<file path="config.mk">
export PLATFORM = sky130hd
export DESIGN_NAME = lot_gate_controller
export DESIGN_NICKNAME = d
export VERILOG_FILES = /design/src/rtl/lot_gate_controller.sv
export SDC_FILE = /design/constraint.sdc
export NUM_CORES = 1
export LEC_CHECK = 0
export ABC_AREA = 1
export ABC_CLOCK_PERIOD_IN_PS = 7800
export BUFFER_PORTS_ARGS = -buffer_cell sky130_fd_sc_hd__buf_4
export CORE_ASPECT_RATIO = 2
export CORE_MARGIN = 8
export CORE_UTILIZATION = 45
export DETAILED_ROUTE_END_ITERATION = 16
export PLACE_DENSITY = 0.57
export SYNTH_ARGS = -nofsm -noshare
export SYNTH_HDL_FRONTEND = slang
export SYNTH_SLANG_ARGS = --single-unit
export TNS_END_PERCENT = 50
</file>
<file path="constraint.sdc">
create_clock -name clk -period 7.8 [get_ports clk]
set_input_delay 0.39 -clock clk [delete_from_list [all_inputs] [get_ports clk]]
set_output_delay 0.39 -clock clk [all_outputs]
set_load 0.005 [all_outputs]
</file>
<file path="src/rtl/lot_gate_controller.sv">
// Parking lot gate controller.
// Tracks the outer (A) and inner (B) photo-sensors through the entry and exit
// beam-break sequences, keeps a saturating occupancy count, and flags illegal,
// stalled, overfull or underflowing sequences with a one-cycle seq_error.
module lot_gate_controller #(
  parameter int CAPACITY  = 15,
  parameter int CNT_WIDTH = 4,
  parameter int TMO_WIDTH = 28
) (
  input  logic                 clk,
  input  logic                 reset,
  input  logic                 sensor_a,
  input  logic                 sensor_b,
  output logic                 enter_pulse,
  output logic                 exit_pulse,
  output logic                 seq_error,
  output logic [CNT_WIDTH-1:0] occupancy,
  output logic                 full,
  output logic                 empty
);

  typedef enum logic [2:0] {
    IDLE, EN_A, EN_AB, EN_B, EX_B, EX_AB, EX_A, ERR
  } state_t;

  localparam logic [CNT_WIDTH-1:0] CAP      = CNT_WIDTH'(CAPACITY);
  // The counter "reaches" all-ones on the hold that would load all-ones,
  // so the stall limit is one below all-ones.
  localparam logic [TMO_WIDTH-1:0] TMO_LAST = ~TMO_WIDTH'(1);

  state_t               state, state_dec, state_nx;
  logic [TMO_WIDTH-1:0] tmo_cnt, tmo_nx;
  logic [CNT_WIDTH-1:0] occ_nx;
  logic                 enter_nx, exit_nx, err_nx;
  logic [1:0]           ab;

  assign ab = {sensor_a, sensor_b};

  // Decode the sensor pattern into the next sequence state, then apply the
  // stall timeout and the count/pulse consequences of completed sequences.
  always_comb begin
    state_dec = ERR;
    state_nx  = state;
    tmo_nx    = '0;
    occ_nx    = occupancy;
    enter_nx  = 1'b0;
    exit_nx   = 1'b0;
    err_nx    = 1'b0;

    unique case (state)
      IDLE:  case (ab)
               2'b00:   state_dec = IDLE;
               2'b10:   state_dec = EN_A;
               2'b01:   state_dec = EX_B;
               default: state_dec = ERR;
             endcase
      EN_A:  case (ab)
               2'b10:   state_dec = EN_A;
               2'b11:   state_dec = EN_AB;
               2'b00:   state_dec = IDLE;
               default: state_dec = ERR;
             endcase
      EN_AB: case (ab)
               2'b11:   state_dec = EN_AB;
               2'b01:   state_dec = EN_B;
               2'b10:   state_dec = EN_A;
               default: state_dec = ERR;
             endcase
      EN_B:  case (ab)
               2'b01:   state_dec = EN_B;
               2'b11:   state_dec = EN_AB;
               2'b00:   state_dec = IDLE;
               default: state_dec = ERR;
             endcase
      EX_B:  case (ab)
               2'b01:   state_dec = EX_B;
               2'b11:   state_dec = EX_AB;
               2'b00:   state_dec = IDLE;
               default: state_dec = ERR;
             endcase
      EX_AB: case (ab)
               2'b11:   state_dec = EX_AB;
               2'b10:   state_dec = EX_A;
               2'b01:   state_dec = EX_B;
               default: state_dec = ERR;
             endcase
      EX_A:  case (ab)
               2'b10:   state_dec = EX_A;
               2'b11:   state_dec = EX_AB;
               2'b00:   state_dec = IDLE;
               default: state_dec = ERR;
             endcase
      ERR:   state_dec = (ab == 2'b00) ? IDLE : ERR;
      default: state_dec = ERR;
    endcase

    state_nx = state_dec;

    if (state_dec == state) begin
      // Holding: only the in-sequence states age toward a stall timeout.
      if (state != IDLE && state != ERR) begin
        if (tmo_cnt == TMO_LAST) begin
          state_nx = ERR;
          err_nx   = 1'b1;
        end else begin
          tmo_nx = tmo_cnt + 1'b1;
        end
      end
    end else if (state_dec == ERR) begin
      err_nx = 1'b1;
    end else if (state == EN_B && state_dec == IDLE) begin
      if (occupancy < CAP) begin
        occ_nx   = occupancy + 1'b1;
        enter_nx = 1'b1;
      end else begin
        err_nx = 1'b1;
      end
    end else if (state == EX_A && state_dec == IDLE) begin
      if (occupancy != '0) begin
        occ_nx  = occupancy - 1'b1;
        exit_nx = 1'b1;
      end else begin
        err_nx = 1'b1;
      end
    end
  end

  // Register state, stall counter, count and pulses; reset drops any partial sequence.
  always_ff @(posedge clk or posedge reset) begin
    if (reset) begin
      state       <= IDLE;
      tmo_cnt     <= '0;
      occupancy   <= '0;
      enter_pulse <= 1'b0;
      exit_pulse  <= 1'b0;
      seq_error   <= 1'b0;
    end else begin
      state       <= state_nx;
      tmo_cnt     <= tmo_nx;
      occupancy   <= occ_nx;
      enter_pulse <= enter_nx;
      exit_pulse  <= exit_nx;
      seq_error   <= err_nx;
    end
  end

  assign full  = (occupancy == CAP);
  assign empty = (occupancy == '0);

endmodule

</file>
; ---- After elaboration in Yosys (flattened, before gate mapping)
; Cells that the tools add are included.
[totals]
reg_bits = 38
latch_bits = 0
ramBits = 0
mem_bits_ro = 0
input_bits = 4
output_inout_bits = 9
elab_cells = 76
mem_count = 0
[op_classes]
addsub = 3
mul = 0
div_mod_pow = 0
magnitude_cmp = 1
eq_ne = 16
shifts = 0
mux = 36
bitwise = 2
n_reduce_logical = 12
[op_table]
columns = cell, n
row1 = 28-bit two-way mux, 3
row2 = 3-bit case mux with 3 select lines, 6
row3 = 28-bit by 1-bit adder with 28-bit output (second input constant), 1
row4 = 28-bit equality test (second input constant), 1
row5 = 3-bit case mux with 8 select lines, 1
row6 = 1-bit two-way mux, 17
row7 = 4-bit two-way mux, 4
row8 = 3-bit equality test (second input constant), 5
row9 = 3-bit two-way mux, 4
row10 = 3-bit by 2-bit equality test with 1-bit output (second input constant), 2
row11 = 3-bit logical NOT, 2
row12 = 2-bit case mux with 3 select lines, 1
row13 = 5-bit AND reduction, 1
row14 = 4-bit by 1-bit adder with 4-bit output (second input constant), 1
row15 = 2-bit equality test (second input constant), 2
row16 = 4-bit equality test (second input constant), 1
row17 = 4-bit logical NOT, 1
row18 = 4-bit less-than comparator (second input constant), 1
row19 = 2-bit nonzero test, 2
row20 = 4-bit nonzero test, 1
row21 = 4-bit by 1-bit subtractor with 4-bit output (second input constant), 1
row22 = 3-bit by 1-bit equality test with 1-bit output (second input constant), 1
row23 = 3-bit equality test, 1
row24 = 1-bit logical AND, 3
row25 = 6 further kinds, 7

; ---- Depth between registers and ports, before layout
[logic_depth]
ltp_word = 9
depth_mapped = 20
ltp_nobuf = 20

; ---- Worst setup path before layout
; No wires, ideal clock.
[synth_timing]
path_kind = input-to-reg
start = in sensor_a
end = reg occupancy[3]
setup_ps = 117
t_arrival_ps = 2527
t_required_ps = 7683
path_slack_ps = 5157
cell_stages = 20
n_path_buf = 0
cell_sequence = inv_1 > ha_1 > inv_1 > nand2_1 > nand2_1 > nand2_1 > nor2_1 > nand3_4 > nor2_4 > nand3_2 > ha_1 > a21oi_1 > nand2_1 > or2_2 > nand2_1 > inv_1 > nand4_1 > nand2_1 > nand3_1 > nand2_1
[synth_between]
elab_chain_cells = 7
word_cells_on_any_way = 25
cone_classes = eq/ne (6) / mux (10) / bitwise (2) / reduce/logical (7)
[synth_lines]
columns = element, line_no
row1 = from (decl), 12  ; input logic sensor_a,
row2 = "2-bit equality test, or another cell as far along", -
row3 = "3-bit case mux with 3 select lines, or another cell as far along", 87  ; EX_A: case (ab)
row4 = 3-bit case mux with 8 select lines (*), 50  ; unique case (state)
row5 = 3-bit logical NOT, "111, 118"
row6 = 1-bit logical AND (on tied branches), "111, 118"
row7 = 2-bit by 1-bit != test with 1-bit output (no line) or 2-bit nonzero test (tied branches), -
row8 = 5-bit AND reduction (no line), -
row9 = to (signal assigned), 140  ; occupancy <= occ_nx;
row10 = to (decl), 17  ; output logic [CNT_WIDTH-1:0] occupancy,
; Mark *: on every way between the ends. The rest lies on a longest branch, timed or not.
; A chain may end at the register's enable or synchronous reset.

; ---- Worst setup path in the final report
[layout_timing]
start = reg state[1]
end = reg occupancy[3]
[layout_between]
elab_chain_cells = 6
word_cells_on_any_way = 21
cone_classes = eq/ne (10) / mux (2) / bitwise (2) / reduce/logical (7)
[layout_lines]
columns = element, line_no
row1 = from (decl), 31  ; state_t state, state_dec, state_nx;
row2 = from (signal assigned), 138  ; state <= state_nx;
row3 = "3-bit equality test, or another cell as far along", 50
row4 = 3-bit case mux with 8 select lines, 50
row5 = 3-bit logical NOT, "111, 118"
row6 = 1-bit logical AND (on tied branches), "111, 118"
row7 = 2-bit by 1-bit != test with 1-bit output (no line) or 2-bit nonzero test (tied branches), -
row8 = 5-bit AND reduction (no line), -
; Several ways; a longest one is shown, not always the timed one.

==> results.md <==
- Register area share after synthesis: 0.342
- Switching Fraction: 0.473
- Max FO, Critical Path: 12
- Endpoints failing setup: 0
- R2R Path Start: state[1]
- Comb pwr share: 0.474
- Worst IR Drop VDD: 0.000270 V
- CTS max path bufs: 2
- Clk_skew: 0.00349 ns
- CTS hold repair buffers: 0
- Drt first pass iters: 6
- Worst-path clk slew: 0.06 ns
- Worst Path Arrival: 3.21 ns
- Max-slew violations: 0
- Yosys reg bits: 38
- Nets: 367
- Hold Path Class: input port to async pin
- Die height: 127 um
- Status: finished clean
- Worst Tran Pin Value: 0.790 ns
- Core area: 6010 sq um
- CP required: 7.98 ns
- Setup Buffers After CTS: 0
- First DRT Iteration DRCs: 45
- Grt ovf: 0
- Final GP Congestion: 0.849
- CTS Buf Count: 5
- Max-Slew Margin vs Limit: 0.469
- P_sw: 457 uW
- R2R depth: 18
- Non-Filler Instances: 414
- Top-count cell post-synth: nand2_1
- # rows: 40
- Main flop type after synthesis: dfrtp_1
- Netlist cell types: 34
- Final instance area: 3050 sq um
- Hold Vio Cnt, Final: 0
- # DRC: 0
- Mapped Cells: 335
- Top cell type's share of synthesized area: 0.342
- CTS tree: built
- Antenna diode count: 0
- Max cap viols: 0
- Critical Path End Type: flop
- Static Leak: 1.34 nW
- Met3 Usage GRT: 0.0274
- Reg power frac: 0.286
- Crit path time final: 3.03 ns
- Post-cts resize count: 0
- Syn Nets: 352
- Worst-skew pair later-pin latency: 0.28 ns
- Crit. Startpoint: state[1]
- Die area: 9100 sq um
- Met2 global-route usage: 0.281
- Total wire length: 5.97 mm
- Most frequent cells after synthesis: nand2_1, inv_1, dfrtp_1
- Post-Synthesis Cell Area: 2780 sq um
- EDFF count, synth: 0
- Initial Util: 0.463
- Placed Area: 2880 sq um
- Pwr/cell area: 316 nW/um^2
- Total global routing track utilization: 0.147
- Synth area leader: dfrtp_1
- Placed instance count: 406
- Synth warn: 0
- Worst reg2reg setup slack: 4.77 ns
- Antenna Nets Post-Route: 0
- Clk sinks: 38
- Asr flop ratio synth: 1.00
- Setup CP Type: flop to flop
- First-pass GRT wire length: 10.4 mm
- R2r endpoint: occupancy[3]
- Int Power: 508 uW
- Largest net degree at the start of global routing: 39
- Via/cell ratio: 5.17
- Drt wl/cell: 14.4 um
- Global Route met1 Usage: 0.126
- Setup crit end: occupancy[3]
- Die X: 71.6 um
- CTS root buf: clkbuf_16
- Antenna violations before repair: 0
- Avg Inst Size Synth: 8.30 sq um
- Clock Power Share: 0.240
- Top cells by area, synth: dfrtp_1, nor2_4, nand2_1
- Port buffer count: 12
- DP HPWL: 4.69 mm
- Share of cells above drive strength 1: 0.202
- H-tree levels: 2
- Vias in the first global route: 2288
- Fmax: 330 MHz
- Setup repair after global routing missed its margin: no
- Synth-to-Final Area Change: 9.82%
- Most Crowded Layer GR: met2
- Period utilization: 0.389
- Setup tns final: 0 ns
- Top-Level Pins: 13
- DR vias: 2139
- Crit path launch type: flop
## per-layer routing
layer | wire (um) | part of all wire
met5 | 0 | 0
met4 | 407 | 0.068
met3 | 160 | 0.027
met2 | 3370 | 0.57
met1 | 2030 | 0.34
## worst min path at each step
stage | start | to | slack [ns] | cells after the start
floorplan | tmo_cnt[0] | tmo_cnt[0] | 0.45 | 1
global placement | tmo_cnt[0] | tmo_cnt[0] | 0.50 | 1
detailed placement | tmo_cnt[0] | tmo_cnt[0] | 0.50 | 1
CTS | reset | occupancy[0] | 0.24 | 3
global route | reset | occupancy[2] | 0.27 | 3
finish | reset | tmo_cnt[26] | 0.22 | 3
## metrics by stage
stage / hold slack, ns / power (mW) / utilization / setup slack (ns)
finish: 0.221 / 0.964 / 0.508 / 4.77
global route: 0.274 / 1.03 / 0.508 / 4.46
CTS: 0.241 / 0.979 / 0.508 / 4.72
detailed placement: 0.500 / 0.745 / 0.480 / 4.70
global placement: 0.496 / 0.739 / 0.480 / 4.75
floorplan: 0.454 / 0.692 / - / 5.16
## cell type report
cell class | count | area (sq um)
tap | 63 | 78.8
clock inverter | 3 | 45.0
inverter | 44 | 170
clock buffer | 5 | 125
multi-input combinational | 248 | 1580
fill | 607 | 2950
timing repair buffer | 13 | 97.6
sequential | 38 | 951
## cell usage in the layout (no fill, tap or decap), types with 2 or more instances in the layout
cell / synthesis / final
nand2_1: 71 / 71
inv_1: 39 / 39
dfrtp_1: 38 / 38
nor2_1: 33 / 33
nand3_1: 25 / 25
nor2_4: 24 / 24
xor2_1: 19 / 19
buf_4: 0 / 13
ha_1: 12 / 12
nor3_1: 11 / 11
nand4_1: 11 / 11
nor4_1: 6 / 6
xnor2_1: 6 / 6
clkbuf_16: 0 / 5
nand2_2: 4 / 4
inv_2: 4 / 4
nor2_2: 4 / 4
nand3_2: 4 / 4
o21ai_0: 3 / 3
nand3b_1: 2 / 2
clkinvlp_4: 0 / 2
## critical path, stage by stage, from the launching register on
cell and delay [ns]:
dfrtp_1 0.61, nand2_2 0.22, nor2_4 0.07, nand2_1 0.09
nand2_1 0.05, nor2_1 0.22, nand2_2 0.10, nor2_4 0.19
nand3_2 0.18, ha_1 0.36, a21oi_1 0.13, nand2_1 0.07
or2_2 0.27, nand2_1 0.07, inv_1 0.04, nand4_1 0.07
nand2_1 0.06, nand3_1 0.07, nand2_1 0.05
## power by group through the flow
stage                     combinational (mW)  clock, mW  sequential [mW]
after floorplan                        0.449          0            0.243
after global placement                 0.459          0            0.280
after detailed placement               0.466          0            0.279
after CTS                              0.466      0.237            0.276
after global routing                   0.506      0.245            0.282
final                                  0.457      0.231            0.276
## sequential cells by signal (all words and copies together), names as in the netlist
| signal | cells |
|---|---|
| enter_pulse | 1 |
| exit_pulse | 1 |
| occupancy | 4 |
| seq_error | 1 |
| state | 3 |
| tmo_cnt | 28 |
## logic make-up after synthesis
group / after synthesis / synth area share
DFF: 38 / 0.342
adders and majority gates: 13 / 0.0612
AOI/OAI and AO/OA: 8 / 0.0176
xor gates and xnor gates: 26 / 0.0846
and+or+nand+nor: 201 / 0.407
buffers and inverters: 49 / 0.0878
(Power assumes the default switching activity.)
